===== src/rtl/skip_ctl_pkg.sv =====
// Shared types and constants for the clock-skip ring controller.
package skip_pkg;

    typedef enum logic [1:0] {
        IDLE  = 2'd0,
        ARMED = 2'd1,
        RUN   = 2'd2,
        DRAIN = 2'd3
    } state_t;

    // CPU register map
    localparam logic [1:0] ADDR_MASK_LO = 2'd0;
    localparam logic [1:0] ADDR_MASK_HI = 2'd1;
    localparam logic [1:0] ADDR_COUNT   = 2'd2;
    localparam logic [1:0] ADDR_CTRL    = 2'd3;

    // Control write bits (self-clearing commands)
    localparam int CTRL_GO   = 0;
    localparam int CTRL_STOP = 1;

endpackage


===== src/rtl/skip_phase_trk.sv =====
// Ring phase tracker: follows the ring's phase-0 tap, flags the frame boundary
// and latches a sticky error when the tap shows up out of sequence.
module skip_phase_trk #(
    parameter int LEN = 16
) (
    input  logic iCLK,
    input  logic nRST,
    input  logic B0,
    output logic LOCK,
    output logic SERR,
    output logic BND
);

    localparam int PW = $clog2(LEN);
    localparam logic [PW-1:0] PH_LAST = PW'(LEN - 1);

    logic [PW-1:0] ph;

    // Ring enters phase 0 on the edge that ends phase LEN-1.
    assign BND = LOCK && (ph == PH_LAST);

    // Phase counter; a B0 sample always resyncs to phase 1 after the edge.
    always_ff @(negedge iCLK or negedge nRST) begin
        if (!nRST) begin
            ph   <= '0;
            LOCK <= 1'b0;
            SERR <= 1'b0;
        end else if (B0) begin
            if (LOCK && (ph != '0))
                SERR <= 1'b1;
            ph   <= PW'(1);
            LOCK <= 1'b1;
        end else begin
            ph <= ph + PW'(1);
        end
    end

endmodule


===== src/rtl/skip_ctl.sv =====
// Clock-skip ring controller: CPU register file stages mask/count, the FSM
// commits them to MASK/E only at ring frame boundaries.
module skip_ctl
    import skip_pkg::*;
#(
    parameter int LEN = 16
) (
    input  logic           iCLK,
    input  logic           nRST,
    input  logic           WR,
    input  logic [1:0]     ADDR,
    input  logic [7:0]     WDATA,
    output logic [7:0]     RDATA,
    input  logic           B0,
    output logic [LEN-1:0] MASK,
    output logic           E,
    output logic           BUSY,
    output logic           DONE
);

    localparam int NB = LEN / 8;

    state_t         state;
    logic [1:0]     stateBits;
    logic [LEN-1:0] stg;
    logic [LEN-1:0] stgNext;
    logic [7:0]     nReg;
    logic [7:0]     nNext;
    logic [7:0]     cnt;
    logic [7:0]     mskHi;
    logic           lock;
    logic           serr;
    logic           bnd;
    logic           ctrlW;
    logic           goW;
    logic           stopW;

    skip_phase_trk #(.LEN(LEN)) uTrk (
        .iCLK (iCLK),
        .nRST (nRST),
        .B0   (B0),
        .LOCK (lock),
        .SERR (serr),
        .BND  (bnd)
    );

    // Write-through views: a write on the boundary edge is what gets committed.
    for (genvar b = 0; b < NB; b++) begin : gStg
        assign stgNext[8*b +: 8] = (WR && (ADDR == 2'(b))) ? WDATA : stg[8*b +: 8];
    end

    assign nNext = (WR && (ADDR == ADDR_COUNT)) ? WDATA : nReg;

    assign ctrlW = WR && (ADDR == ADDR_CTRL);
    assign stopW = ctrlW && WDATA[CTRL_STOP];
    assign goW   = ctrlW && WDATA[CTRL_GO] && !WDATA[CTRL_STOP];

    assign BUSY      = (state != IDLE);
    assign stateBits = state;

    if (NB > 1) begin : gHi
        assign mskHi = stg[LEN-1 -: 8];
    end else begin : gNoHi
        assign mskHi = '0;
    end

    // Staging registers for mask and burst count.
    always_ff @(negedge iCLK or negedge nRST) begin
        if (!nRST) begin
            stg  <= '0;
            nReg <= '0;
        end else begin
            stg  <= stgNext;
            nReg <= nNext;
        end
    end

    // Combinational CPU read mux.
    always_comb begin
        RDATA = '0;
        case (ADDR)
            ADDR_MASK_LO: RDATA = stg[7:0];
            ADDR_MASK_HI: RDATA = mskHi;
            ADDR_COUNT:   RDATA = cnt;
            default:      RDATA = {serr, lock, BUSY, 3'b000, stateBits};
        endcase
    end

    // Burst FSM; MASK/E only move on negedges so the ring's gated clock stays clean.
    always_ff @(negedge iCLK or negedge nRST) begin
        if (!nRST) begin
            state <= IDLE;
            MASK  <= '0;
            E     <= 1'b0;
            DONE  <= 1'b0;
            cnt   <= '0;
        end else begin
            DONE <= 1'b0;
            case (state)
                IDLE: begin
                    if (goW)
                        state <= ARMED;
                end
                ARMED: begin
                    // A re-armed burst is still skipping, so let it finish its frame.
                    if (stopW) begin
                        state <= E ? DRAIN : IDLE;
                    end else if (bnd) begin
                        MASK  <= stgNext;
                        E     <= 1'b1;
                        cnt   <= nNext;
                        state <= RUN;
                    end
                end
                RUN: begin
                    // cnt==0 here means a continuous burst.
                    if (stopW) begin
                        state <= DRAIN;
                    end else if (goW) begin
                        state <= ARMED;
                    end else if (bnd && (cnt != 8'd0)) begin
                        if (cnt == 8'd1) begin
                            MASK  <= '0;
                            E     <= 1'b0;
                            DONE  <= 1'b1;
                            cnt   <= 8'd0;
                            state <= IDLE;
                        end else begin
                            cnt <= cnt - 8'd1;
                        end
                    end
                end
                DRAIN: begin
                    if (bnd) begin
                        MASK  <= '0;
                        E     <= 1'b0;
                        state <= IDLE;
                    end
                end
                default: state <= IDLE;
            endcase
        end
    end

endmodule


===== config.mk =====
export PLATFORM = sky130hd
export DESIGN_NAME = skip_ctl
export DESIGN_NICKNAME = d
export VERILOG_FILES = /design/src/rtl/skip_ctl_pkg.sv /design/src/rtl/skip_phase_trk.sv /design/src/rtl/skip_ctl.sv
export SDC_FILE = /design/constraint.sdc
export NUM_CORES = 1
export LEC_CHECK = 0
export ABC_AREA = 1
export CAP_MARGIN = 20
export CORE_MARGIN = 2
export CORE_UTILIZATION = 45
export DETAILED_ROUTE_END_ITERATION = 16
export PLACE_DENSITY = 0.68
export REMOVE_ABC_BUFFERS = 1
export SYNTH_ARGS = -nofsm -noshare
export SYNTH_HDL_FRONTEND = slang
export SYNTH_SLANG_ARGS = --single-unit

===== constraint.sdc =====
create_clock -name iCLK -period 2.2 [get_ports iCLK]
set_clock_uncertainty 0.1 [all_clocks]
set_input_delay 0.44 -clock iCLK [delete_from_list [all_inputs] [get_ports iCLK]]
set_output_delay 0.44 -clock iCLK [all_outputs]
set_load 0.01 [all_outputs]

# == Word level (Yosys, flattened, before mapping) ==
# Cells that the tools add are included.
# totals
wordCells,96
input_bits,14
out_inout_bits,27
register_bits,58
# op_classes
add_sub_neg,2
muxes,43
eq_ne,19
reduce_logical,22
# op_table
op,n
16-bit 2-to-1 mux,7
8-bit 2-to-1 mux,9
16-bit one-hot mux with 3 select lines,1
8-bit one-hot mux with 3 select lines,1
2-bit 2-to-1 mux,9
"2-bit inequality test, second input constant",8
8-bit one-hot mux with 2 select lines,1
1-bit 2-to-1 mux,12
1-bit logical AND,10
"2-bit == test, second input constant",4
"8-bit by 1-bit == test with 1-bit output, second input constant",1
"4-bit inequality test, second input constant",2
2-bit one-hot mux with 4 select lines,1
8-bit AND reduction,1
8-bit nonzero test,1
"8-bit by 1-bit subtractor with 8-bit output, second input constant",1
6-bit AND reduction,1
5-bit AND reduction,1
"4-bit by 1-bit adder with 4-bit output, second input constant",1
"2-bit by 1-bit == test with 1-bit output, second input constant",2
"4-bit == test, second input constant",1
2-bit logical NOT,2
4-bit 2-to-1 mux,1
2-bit nonzero test,2
6 further kinds,6

# == Depth between registers and ports, before layout ==
# logic_depth
depth_word,7
mapped_depth,11
ltp_nobuf,10

# == Cells and area by module ==
# From an unflattened synthesis, not the netlist that was laid out.
# unflattened
hier_cells,426
hier_area_um2,3153.0
# modules_own_cells
module,n_inst,area_per_inst_um2,cells_each
skip_ctl,1,2884.0,394
skip_phase_trk,1,269.0,32

==> results by group <==
Clocking
  • Clk_lat worst skew: 0.34 ns
  • CTS sink count: 58
  • Inserted Clock Buffers: 9
  • Clock Tree Buf Depth: 2
  • Worst-path clk slew: 0.05 ns
  • CTS H-tree lvls: 3
  • TritonCTS clock tree: yes
  • CTS Root Cell: clkbuf_8

Worst setup path
  • Reg-to-Reg End: MASK[12]$_DFFE_NN0P_
  • Worst Setup SP: stg[13]$_DFF_NN0_
  • Worst Path Required: 1.66 ns
  • Worst r2r path cells: 12
  • CP Max Fanout: 2
  • CP Launch Type: flop
  • Reg2Reg Setup Slack: 0.05 ns
  • Critical Path End: RDATA[5]
  • Crit-path slowest cell: dfrtn_1
  • CP arrival: 2.39 ns
  • Crit-path cells: inv_2 > o22ai_2 > a21oi_2 > o21ai_1 > buf_2
  • CP max stage delay: 0.48 ns
  • Kind of critical path: reg -> out
  • Crit. End Element: primary output
  • Reg-to-Reg Start: uTrk.ph[0]$_DFF_NN0_

Logic synthesis
  • Post-synth top area share: 0.437
  • Flops & latches, synth: 58
  • Main synth FF type: dfrtn_1
  • Commonest cells in the netlist: nand2_1 (106), inv_1 (66), dfrtn_1 (58)
  • Asr flop ratio synth: 1.00
  • Synthesized instance count: 426
  • Sequential element share of the synthesized area: 0.437
  • Synth cell types: 33
  • Most common cell in the netlist: nand2_1
  • Synth Cell Area: 3320 um^2
  • Number of synthesized flops with an enable pin: 0
  • Syn avg cell area: 7.80 um^2
  • Synth top area cells: dfrtn_1 (44%), nand2_1 (12%), inv_1 (7.5%)
  • Yosys warnings: 0
  • Post-synth top area cell: dfrtn_1

Placed design
  • Port Buffers: 40
  • HPWL Detailed: 6.01 mm
  • RD Place Congestion: 0.889
  • Pre-CTS WS: -1.17 ns
  • # placed instances: 621

Power and ir drop
  • Pwr/cell area: 1180 nW/um^2
  • Max IR drop VDD: 0.000564 V
  • Leakage: 0.00284 uW

Finish
  • Core Util, Final: 0.772
  • Nets: 597
  • Layout filler cell count: 436
  • Share of cells above drive strength 1: 0.554
  • Non-Filler Instances: 682
  • Number of diodes: 0
  • Area delta synth->final: 67.8%

Global route
  • Grt met3 use: 0.0444
  • Met2 global-route usage: 0.446
  • Global Route met1 Usage: 0.344
  • GR peak layer: met2
  • Initial antenna violation count: 0
  • First-pass GRT wire length: 17.2 mm
  • Vias in the first global route: 3,429
  • Pin count of the biggest net entering global routing: 59
  • GRT overflow: 0
  • All-layer global routing usage: 0.271

Status
  • Failing checks: setup timing
  • Status: finished with violations

Routing
  • Iter 0 DRT Violations: 334
  • Per-cell routed wire length: 18.9 um
  • Drt first pass iters: 5
  • Drt via density: 5.46
  • WL final: 12.9 mm
  • DRC: 0
  • Routed vias: 3,721
  • Remaining antenna violation count: 0

STA
  • Hold Vio Cnt, Final: 0
  • Slew margin rel.: 0.658
  • Worst Tran Pin Value: 0.512 ns
  • RSZ-0062 raised after global routing: true
  • Min Hold Slack: 0.276 ns
  • Setup_tns: -21.80 ns
  • Slew Limit Fails: 0
  • Final worst slack: -0.730 ns
  • Setup-failing EPs final: 79

Floorplan
  • Row count: 31
  • DIE WIDTH: 89.9 um
  • Core Box Area: 7210 um^2
  • Die height: 89.9 um
  • IO Pins: 41
  • Die ar.: 8080 um^2
  • Initial Util: 0.460

Job
  • Max-cap violation count: 0

Worst hold path
  • Hold Startpoint: uTrk.ph[0]$_DFF_NN0_
  • Hold crit path type: reg -> reg
[power by group]
part           switching [uW]  internal [uW]  leakage (uW)
sequential                164           1370      0.000686
clock                     479            586      0.000107
combinational            2250           1730       0.00205
[critical path: cells and delay by family, from the launching register on]
kind	cells	cell delay, ns
buf+inv	2	0.22
compound gates	3	0.26
flops	1	0.48
[per-layer routing]
| metal | wire (um) | part of all wire | up-vias |
|---|---|---|---|
| li1 | - | - | 1637 |
| met1 | 4840 | 0.38 | 1813 |
| met2 | 6520 | 0.51 | 218 |
| met3 | 859 | 0.067 | 53 |
| met4 | 668 | 0.052 | 0 |
| met5 | 0 | 0 | - |
[cell type report]
cell class,count,area [um^2],area share
repair buffers,146,1300,0.234
multi-input cells,289,2190,0.393
flip-flops and latches,58,1450,0.260
well taps,99,124,0.0222
inverters,74,300,0.0539
clock inverters,4,48.8,0.00876
clock buffers,12,155,0.0278
[flip-flops by register name, indices dropped and copies added, names as in the netlist]
signal     cells
E              1
DONE           1
state          2
stg           16
uTrk.LOCK      1
nReg           8
uTrk.ph        4
uTrk.SERR      1
cnt            8
MASK          16
[cells by family (layout without fill, tap and decap cells)]
group	after synthesis	after routing	synth area share
AND/OR/NAND/NOR	218	222	0.324
flip-flops	58	58	0.437
AO/OA/AOI/OAI	57	57	0.101
multiplexers	2	2	0.00603
buffers and inverters	83	236	0.104
XOR/XNOR	3	3	0.00791
adder cells (fa/ha/maj)	5	5	0.0188
[worst min-delay path by stage]
| stage | end | slack [ns] | cells past startpoint |
|---|---|---|---|
| after floorplan | uTrk.ph[0]$_DFF_NN0_ | 0.24 | 1 |
| after global placement | uTrk.ph[0]$_DFF_NN0_ | 0.26 | 1 |
| after detailed placement | uTrk.ph[0]$_DFF_NN0_ | 0.28 | 1 |
| after CTS | uTrk.ph[0]$_DFF_NN0_ | 0.28 | 1 |
| after global routing | uTrk.ph[0]$_DFF_NN0_ | 0.29 | 1 |
| final | uTrk.ph[0]$_DFF_NN0_ | 0.28 | 1 |
[timing repair]
action / 4_1_cts / 5_1_grt
gates resized for setup: 265 / 107
cloned: 5 / 1
buffers inserted: 21 / 21
hold buffers: 0 / 0
endpoints found under the setup margin: 79 / 78
pin swaps: 36 / 44
[through the flow]
stage	total power, uW	cell area, um^2
2_1_floorplan	3120	3250
3_3_place_gp	4320	4290
3_5_place_dp	4380	4290
4_1_cts	5970	4990
5_1_grt	6870	5570
6_report	6580	5570
[layout by cell type (no fill, tap or decap), types with 11 or more instances in the layout]
cell type	instances
o21ai_4	19
nand2_4	25
nand2_1	54
inv_1	47
buf_6	31
buf_4	68
nand2_2	51
inv_2	24
nor2_1	30
nand3_1	25
buf_2	27
clkbuf_8	11
dfrtn_1	58
nor2_4	11
No activity file was read; power rests on OpenSTA's default activity.
